[src/rtl/seq_detect_ctrl.sv]
// Word-stream serialiser feeding a run-time programmable serial pattern detector with
// saturating detection counter and sticky threshold interrupt. Define SEQ_CTRL_LSB_FIRST_EN for LSB-first serialisation.
module seq_detect_ctrl #(
  parameter int unsigned WORD_W  = 8,
  parameter int unsigned PAT_MAX = 8,
  parameter int unsigned CNT_W   = 8
) (
  input  logic               clk,
  input  logic               rst,
  input  logic               start,
  input  logic               stop,
  input  logic [PAT_MAX-1:0] cfg_pattern,
  input  logic [3:0]         cfg_len,
  input  logic               cfg_overlap,
  input  logic [CNT_W-1:0]   cfg_thresh,
  input  logic               in_valid,
  input  logic [WORD_W-1:0]  in_data,
  output logic               in_ready,
  output logic               det_pulse,
  output logic [CNT_W-1:0]   det_count,
  output logic               irq,
  input  logic               irq_clr,
  output logic               busy
);

  localparam int unsigned BC_W   = (WORD_W > 1) ? $clog2(WORD_W) : 1;
  localparam int unsigned FILL_W = $clog2(PAT_MAX + 1);

  typedef enum logic [1:0] {
    S_IDLE,
    S_ARM,
    S_SHIFT
  } state_t;

  state_t              r_state;
  state_t              w_state_nxt;
  logic [PAT_MAX-1:0]  r_pattern;
  logic [3:0]          r_len;
  logic                r_overlap;
  logic [CNT_W-1:0]    r_thresh;
  logic [WORD_W-1:0]   r_sreg;
  logic [BC_W-1:0]     r_bit_cnt;
  logic                r_stop_pend;
  logic [PAT_MAX-2:0]  r_hist;
  logic [FILL_W-1:0]   r_fill;
  logic                r_det;
  logic [CNT_W-1:0]    r_count;
  logic                r_irq;

  logic                w_start_go;
  logic                w_load;
  logic                w_shift;
  logic                w_bit;
  logic [WORD_W-1:0]   w_sreg_nxt;
  logic [PAT_MAX-1:0]  w_cat;
  logic [PAT_MAX-1:0]  w_mask;
  logic                w_len_ok;
  logic                w_fill_ok;
  logic                w_match;
  logic                w_irq_set;

  always_ff @(posedge clk or negedge rst) begin
    if (!rst) r_state <= S_IDLE;
    else      r_state <= w_state_nxt;
  end

  always_comb begin
    w_state_nxt = r_state;
    w_start_go  = 1'b0;
    w_load      = 1'b0;
    w_shift     = 1'b0;
    unique case (r_state)
      S_IDLE: begin
        if (start) begin
          w_state_nxt = S_ARM;
          w_start_go  = 1'b1;
        end
      end
      S_ARM: begin
        if (in_valid) begin
          w_state_nxt = S_SHIFT;
          w_load      = 1'b1;
        end else if (stop) begin
          w_state_nxt = S_IDLE;
        end
      end
      S_SHIFT: begin
        w_shift = 1'b1;
        // a stop arriving on the final bit still counts as seen during the word
        if (r_bit_cnt == '0) w_state_nxt = (r_stop_pend || stop) ? S_IDLE : S_ARM;
      end
      default: w_state_nxt = S_IDLE;
    endcase
  end

  always_comb begin
`ifdef SEQ_CTRL_LSB_FIRST_EN
    w_bit      = r_sreg[0];
    w_sreg_nxt = {1'b0, r_sreg[WORD_W-1:1]};
`else
    w_bit      = r_sreg[WORD_W-1];
    w_sreg_nxt = {r_sreg[WORD_W-2:0], 1'b0};
`endif
    w_cat  = {r_hist, w_bit};
    w_mask = '0;
    for (int unsigned i = 0; i < PAT_MAX; i++) w_mask[i] = (i < 32'(r_len));
    w_len_ok  = (r_len != '0) && (32'(r_len) <= PAT_MAX);
    w_fill_ok = (32'(r_fill) + 32'd1) >= 32'(r_len);
    w_match   = w_shift && w_len_ok && w_fill_ok && (((w_cat ^ r_pattern) & w_mask) == '0);
    w_irq_set = w_match && (r_count != '1) && (r_thresh != '0) &&
                ((r_count + CNT_W'(1)) == r_thresh);
  end

  always_ff @(posedge clk or negedge rst) begin
    if (!rst) begin
      r_pattern   <= '0;
      r_len       <= '0;
      r_overlap   <= 1'b0;
      r_thresh    <= '0;
      r_sreg      <= '0;
      r_bit_cnt   <= '0;
      r_stop_pend <= 1'b0;
      r_hist      <= '0;
      r_fill      <= '0;
      r_det       <= 1'b0;
      r_count     <= '0;
      r_irq       <= 1'b0;
    end else begin
      r_det <= w_match;
      if (w_start_go) begin
        r_pattern <= cfg_pattern;
        r_len     <= cfg_len;
        r_overlap <= cfg_overlap;
        r_thresh  <= cfg_thresh;
        r_count   <= '0;
        r_irq     <= 1'b0;
        r_hist    <= '0;
        r_fill    <= '0;
      end else begin
        if (w_load) begin
          r_sreg      <= in_data;
          r_bit_cnt   <= BC_W'(WORD_W - 1);
          r_stop_pend <= stop;
        end
        if (w_shift) begin
          r_sreg    <= w_sreg_nxt;
          r_bit_cnt <= r_bit_cnt - BC_W'(1);
          if (stop) r_stop_pend <= 1'b1;
          if (w_match && !r_overlap) begin
            r_hist <= '0;
            r_fill <= '0;
          end else begin
            r_hist <= w_cat[PAT_MAX-2:0];
            if (r_fill != FILL_W'(PAT_MAX)) r_fill <= r_fill + FILL_W'(1);
          end
          if (w_match && (r_count != '1)) r_count <= r_count + CNT_W'(1);
        end
        if (w_irq_set)    r_irq <= 1'b1;
        else if (irq_clr) r_irq <= 1'b0;
      end
    end
  end

  assign in_ready  = (r_state == S_ARM);
  assign busy      = (r_state != S_IDLE);
  assign det_pulse = r_det;
  assign det_count = r_count;
  assign irq       = r_irq;

endmodule
[config.mk]
export PLATFORM = sky130hd
export DESIGN_NAME = seq_detect_ctrl
export DESIGN_NICKNAME = d
export VERILOG_FILES = /design/src/rtl/seq_detect_ctrl.sv
export SDC_FILE = /design/constraint.sdc
export NUM_CORES = 1
export LEC_CHECK = 0
export ABC_AREA = 1
export BUFFER_PORTS_ARGS = -buffer_cell sky130_fd_sc_hd__buf_2
export CELL_PAD_IN_SITES_DETAIL_PLACEMENT = 0
export CELL_PAD_IN_SITES_GLOBAL_PLACEMENT = 1
export CORE_MARGIN = 1.5
export CORE_UTILIZATION = 40
export CTS_CLUSTER_SIZE = 24
export DETAILED_ROUTE_END_ITERATION = 8
export PLACE_DENSITY = 0.77
export SLEW_MARGIN = 5
export SYNTH_ARGS = -nofsm -noshare
export SYNTH_HDL_FRONTEND = slang
export SYNTH_SLANG_ARGS = --single-unit
[constraint.sdc]
create_clock -name clk -period 5.5 [get_ports clk]
set_input_delay 0.275 -clock clk [delete_from_list [all_inputs] [get_ports clk]]
set_output_delay 0.275 -clock clk [all_outputs]
set_load 0.05 [all_outputs]
==> results of run 1 <==
==> metrics by stage <==
| stage | setup WS, ns | util [%] |
|---|---|---|
| 2_1_floorplan | 3.49 | - |
| 3_3_place_gp | 3.36 | 46.1 |
| 3_5_place_dp | 3.31 | 46.1 |
| 4_1_cts | 3.30 | 47.4 |
| 5_1_grt | 3.14 | 47.4 |
| 6_report | 3.32 | 47.4 |
==> worst max-delay path by stage <==
stage	startpoint	to	slack (ns)	depth (start not counted)
2_1_floorplan	r_fill[0]	det_count[0]	3.49	11
3_3_place_gp	r_fill[0]	r_hist[4]	3.36	12
3_5_place_dp	r_fill[0]	r_hist[3]	3.31	12
4_1_cts	r_fill[0]	r_hist[4]	3.30	12
5_1_grt	r_fill[0]	r_hist[3]	3.14	12
6_report	r_fill[0]	r_hist[4]	3.32	12
==> metal layers <==
metal | vias up | part of all wire, % | GRT usage [%] | wire (µm)
li1 | 1242 | - | - | -
met1 | 1088 | 52 | 23.3 | 3200
met2 | 36 | 43 | 24.2 | 2680
met3 | 7 | 3.8 | 3.72 | 234
met4 | 0 | 1.3 | 4.63 | 82
met5 | - | 0 | 0 | 0
==> sequential cells by signal, indices dropped and copies added (netlist names) <==
register / count
det_count: 8
det_pulse: 1
irq: 1
r_bit_cnt: 3
r_fill: 4
r_hist: 7
r_len: 4
r_overlap: 1
r_pattern: 8
r_sreg: 8
r_state: 2
r_stop_pend: 1
r_thresh: 8
==> critical path, cell delays in order, from the launching register on <==
cell and delay (ns):
dfrtp_1 0.44, ha_1 0.25, xor2_1 0.16, ha_1 0.29, a21oi_1 0.18, o21ai_2 0.09, nor2_4 0.16, nor2_8 0.07
nand3_4 0.09, nand2_4 0.09, nor2_8 0.17, nand2_1 0.07, o21ai_1 0.07
==> cell usage in the layout (no fill, tap or decap), drive strengths merged, types with 6 or more instances in the layout <==
master / instances
o21ai: 14
nor2: 52
clkbuf: 6
nand2: 91
o22ai: 11
a21oi: 17
ha: 9
buf: 47
dfrtp: 56
xor2: 10
mux2: 9
inv: 50
nand3: 25
==> kinds of logic (layout without fill, tap and decap cells) <==
| logic type | count (synthesis) | after routing | share of synthesized area, % |
|---|---|---|---|
| DFF | 56 | 56 | 46.1 |
| buffers and inverters | 58 | 105 | 7.45 |
| and+or+nand+nor | 175 | 175 | 27.7 |
| adders and majority gates | 9 | 9 | 3.71 |
| AOI/OAI and AO/OA | 45 | 45 | 8.56 |
| xor gates and xnor gates | 11 | 11 | 3.17 |
| muxes | 9 | 9 | 3.33 |
==> where the power goes <==
group	internal, mW	switching (mW)	leakage, nW
clock network	0.103	0.140	0.0516
registers	0.562	0.124	0.686
logic	0.267	0.436	1.05
==> area by class of cell <==
class                           instances  share of cell area (%)
Tap cell                               99                    3.58
Timing Repair Buffer                   47                    6.87
Multi-Input combinational cell        249                    40.8
Sequential cell                        56                    40.5
Clock buffer                            6                    2.39
Inverter                               50                    5.46
Clock inverter                          2                   0.398
==> flow_summary.ini, run 1 <==
[timing]
tightest_slew_ns = 0.930
holdWs_ns = 0.0898
fin_crit_sh_pct = 39.7
fmax_ghz = 0.458
hold_viol = 0
setup_viol = 0
fin_tns_setup_ns = 0
slew_headroom_pct = 37.8
finalCriticalPeriod_ns = 2.18
slew_violations = 0
finalClockSkew_ns = 0.0139
rsz0062_at_grt = false

[global_route]
grt_overflow = 0
grt_usage_pct = 16.2
grt_pass1_vias = 2267
antenna_found_initial = 0
grt_start_max_net_pins = 57
grt_pass1_wl_mm = 10.7

[clocking]
tritoncts = built
insertion_delay_ns = 0.32
cts-htree-levels = 2
cts.reportedPaths.clkPinSlew_ns = 0.10
post-cts-setup-buffers = 0
cts_resized = 0
cts.sinks = 56
numCtsBuffers = 5
cts-hold-fix-buffers = 0
clk_path_buf_depth = 2
root_buffer = clkbuf_8

[final_layout]
area_growth_pct = 13.8
layout.cells.non_filler = 509
nNetsFinal = 453
regArea_um2 = 1400
fillerInstances = 788
diodes = 0
multi_input_area_um2 = 1410
drive_above_1_share_pct = 22.4
final_area_um2 = 3460

[yosys]
ys_seq_elements = 56
synthDistinctLibCells = 33
synth_commonest_cells = nand2_1, dfrtp_1, inv_1
synth_top_area_share_pct = 46.1
yosysSeqAreaShare_pct = 46.1
synth_area_per_cell_um2 = 8.37
synth.most_common_cell = nand2_1
ys_warn_count = 0
async_flop_share_pct = 100
synth_ff_type = dfrtp_1
syn_inst = 363
synth_nets = 407
synth_area_leaders = dfrtp_1, nand2_1, inv_1, nor2_1, ha_1
synth_area_um2 = 3040
synth_edf_count = 0
yosysTopAreaCell = dfrtp_1

[routing]
vias_per_cell = 4.66
drt-initial-drc-count = 157
drt_wl_total_mm = 6.20
dr.pass1.iters = 4
vias = 2373
postRouteAntennaNets = 0
drc = 0
drt-wirelength-per-cell_um = 12.2

[placement]
gp_congestion = 0.754
portBuffers = 46
place_area_um2 = 3360
place_inst = 501
hpwl_mm = 4.54

[min_path]
hold_path.class = input pin to asynchronous set/reset pin

[critical_path]
end_kind = register
crit_arrival_ns = 2.42
critPathRequiredTime_ns = 5.74
r2r-start = r_fill[0]
crit_type = register to register
reg2reg_slack_ns = 3.32
start_kind = register
ff2ff_path_depth = 12
r2r-end = r_hist[4]
path_max_fanout = 7

[job]
maxCapViolations = 0

[floorplanning]
pin_count = 47
die_w_um = 90.2
rows = 31
initial_core_util_pct = 41.7
dieHeight_um = 90.2
die-area_um2 = 8130
fp.coreArea_um2 = 7290

[pwr]
power_density_nw_per_um2 = 472
p_leak_nw = 1.79
peakVddDrop_uv = 178
finalPower_mw = 1.63

[status]
outcome = complete, no violations
Note: power is estimated with default switching activity, not from simulation.
==> run 2, diff against run 1 <==
Settings changed: CORE_UTILIZATION 40 to 38, PLACE_DENSITY 0.77 to 0.76.
Clock period 5.5 ns to 1.78 ns, I/O delays scaled along.
==> run 2 against run 1 <==
The flow now finishes with violations (setup timing); sequential power grew to 3.1 times the previous value; setup slack worse by 3.6 ns; flip-flop and latch count did not move; combinational power increased to 3.6 times the previous value; clock power rose to 3.0 times the previous value; hold slack worse by 0.076 ns; core utilization grew 0.99 points; sequential share of layout area down 2.9 points; first-iteration DRC count is 27% lower; clock skew down 0.0035 ns.
==> flow_summary.ini, run 2 (synthesis gave the netlist of run 1 again) <==
[status]
outcome = complete, but fails checks
violations = setup timing

[clocking]
tritoncts = built
insertion_delay_ns = 0.32
cts.sinks = 56
numCtsBuffers = 5
cts.reportedPaths.clkPinSlew_ns = 0.11
clk_path_buf_depth = 2
root_buffer = clkbuf_8
cts-htree-levels = 2

[critical_path]
worstPathCellList = ha_4 -> xor2_2 -> ha_1 -> a21oi_2 -> o21ai_2 -> nor2_4 -> nor2_8 -> nand3_4 -> nand2_4 -> nor2_8 -> nand2_1 -> o21ai_1
path_max_fanout = 7
crit_arrival_ns = 2.30
cp_slowest_cell = dfrtp_2
r2r-start = r_fill[1]
critPathLaunch = r_fill[1]
start_kind = register
critPathRequiredTime_ns = 2.03
path_common_cell = nor2_8
crit_type = register to register
end_kind = register
cpPeakStageDelay_ns = 0.46

[final_layout]
final_common_cell = nand2_1
utilization_pct = 48.4
diodes = 0
drive_above_1_share_pct = 27.2
final_area_um2 = 3740
nNetsFinal = 480
fillerInstances = 782
area_growth_pct = 23.1
multi_input_area_um2 = 1450
regArea_um2 = 1410
layout.cells.non_filler = 539
final_cell_mix = nand2_1, dfrtp_1, buf_2

[routing]
drt_wl_total_mm = 6.60
postRouteAntennaNets = 0
vias_per_cell = 4.62
drc = 0
dr.pass1.iters = 4
vias = 2491
drt-initial-drc-count = 114
drt-wirelength-per-cell_um = 12.2

[timing]
rsz0062_at_grt = true
setup_ws_ns = -0.271
fin_tns_setup_ns = -4.80
setup_viol = 20
tightest_slew_ns = 0.588
fin_crit_sh_pct = 115
finalClockSkew_ns = 0.0103
slew_headroom_pct = 60.8
hold_viol = 0
finalCriticalPeriod_ns = 2.05
holdWs_ns = 0.0135
slew_violations = 0
fmax_ghz = 0.488

[floorplanning]
fp.coreArea_um2 = 7730
rows = 32
dieHeight_um = 92.4
initial_core_util_pct = 39.3
die-area_um2 = 8540
pin_count = 47
die_w_um = 92.4

[global_route]
grt_start_max_net_pins = 33
grt_pass1_wl_mm = 11.3
grt_pass1_vias = 2387
grt_overflow = 0
grt_usage_pct = 16.7
antenna_found_initial = 0

[placement]
gp_congestion = 0.806
hpwl_mm = 4.92
portBuffers = 46
place_inst = 518
place_area_um2 = 3500

[min_path]
hold_path.class = input pin to register
hp-start = in_data[6]

[pwr]
peakVddDrop_uv = 527
power_density_nw_per_um2 = 1430
p_leak_nw = 1.90

[job]
maxCapViolations = 0
run 2: cell count changes in the layout (fill, tap and decap cells not counted), sizes merged:
cell	delta
clkinvlp	+1
inv	-1
dlygate4sd3	+10
buf	+17
run 2: path summary, 6_finish.rpt:
path,endpoint,cells after the start,slack (ns)
max,r_hist[6],12,-0.27
min,r_sreg[6],3,0.01
max reg2reg,r_hist[6],12,-0.27
min reg2reg,r_stop_pend,2,0.49
max in group asynchronous,r_fill[1],3,0.89
min in group asynchronous,r_thresh[3],2,0.30
run 2: layout make-up:
class / count / share of cell area [%]
inverters: 50 / 5.05
clock inverters: 2 / 0.435
multi-input cells: 249 / 38.8
clock buffers: 6 / 1.94
repair buffers: 74 / 12.8
well taps: 102 / 3.41
flip-flops and latches: 56 / 37.6
run 2: report_power, final:
part | total [mW] | leakage (nW) | internal [mW] | switching, mW
sequential | 2.11 | 0.680 | 1.75 | 0.365
clock | 0.718 | 0.0414 | 0.281 | 0.437
combinational | 2.54 | 1.18 | 1.05 | 1.48
run 2: through the flow:
stage / setup WS, ns / total power, mW
after global routing: -0.399 / 5.86
after global placement: -0.231 / 4.53
after floorplan: -0.169 / 3.90
final: -0.271 / 5.36
after CTS: -0.299 / 5.39
after detailed placement: -0.341 / 4.58
run 2: routing by layer:
metal	global-route usage (%)	part of all wire [%]
met4	5.64	1.7
met5	0	0
met3	2.96	3.2
met2	25.9	46
met1	23.4	49
run 2: timing repair:
| action | in CTS | in global routing |
|---|---|---|
| buffers inserted | 3 | 0 |
| gates resized for setup | 1 | 6 |
| endpoints found under the setup margin | 21 | 21 |
| endpoints found under the hold margin | 33 | 0 |
| pin swaps | 1 | 1 |
| hold buffers | 10 | 0 |
run 2: worst max-delay path: cells and delay by family, from the launching register on:
kind / cells / cell delay (ns)
xor+xnor: 1 / 0.15
simple gates: 6 / 0.56
fa+ha+maj: 2 / 0.51
compound gates: 3 / 0.29
flops: 1 / 0.46
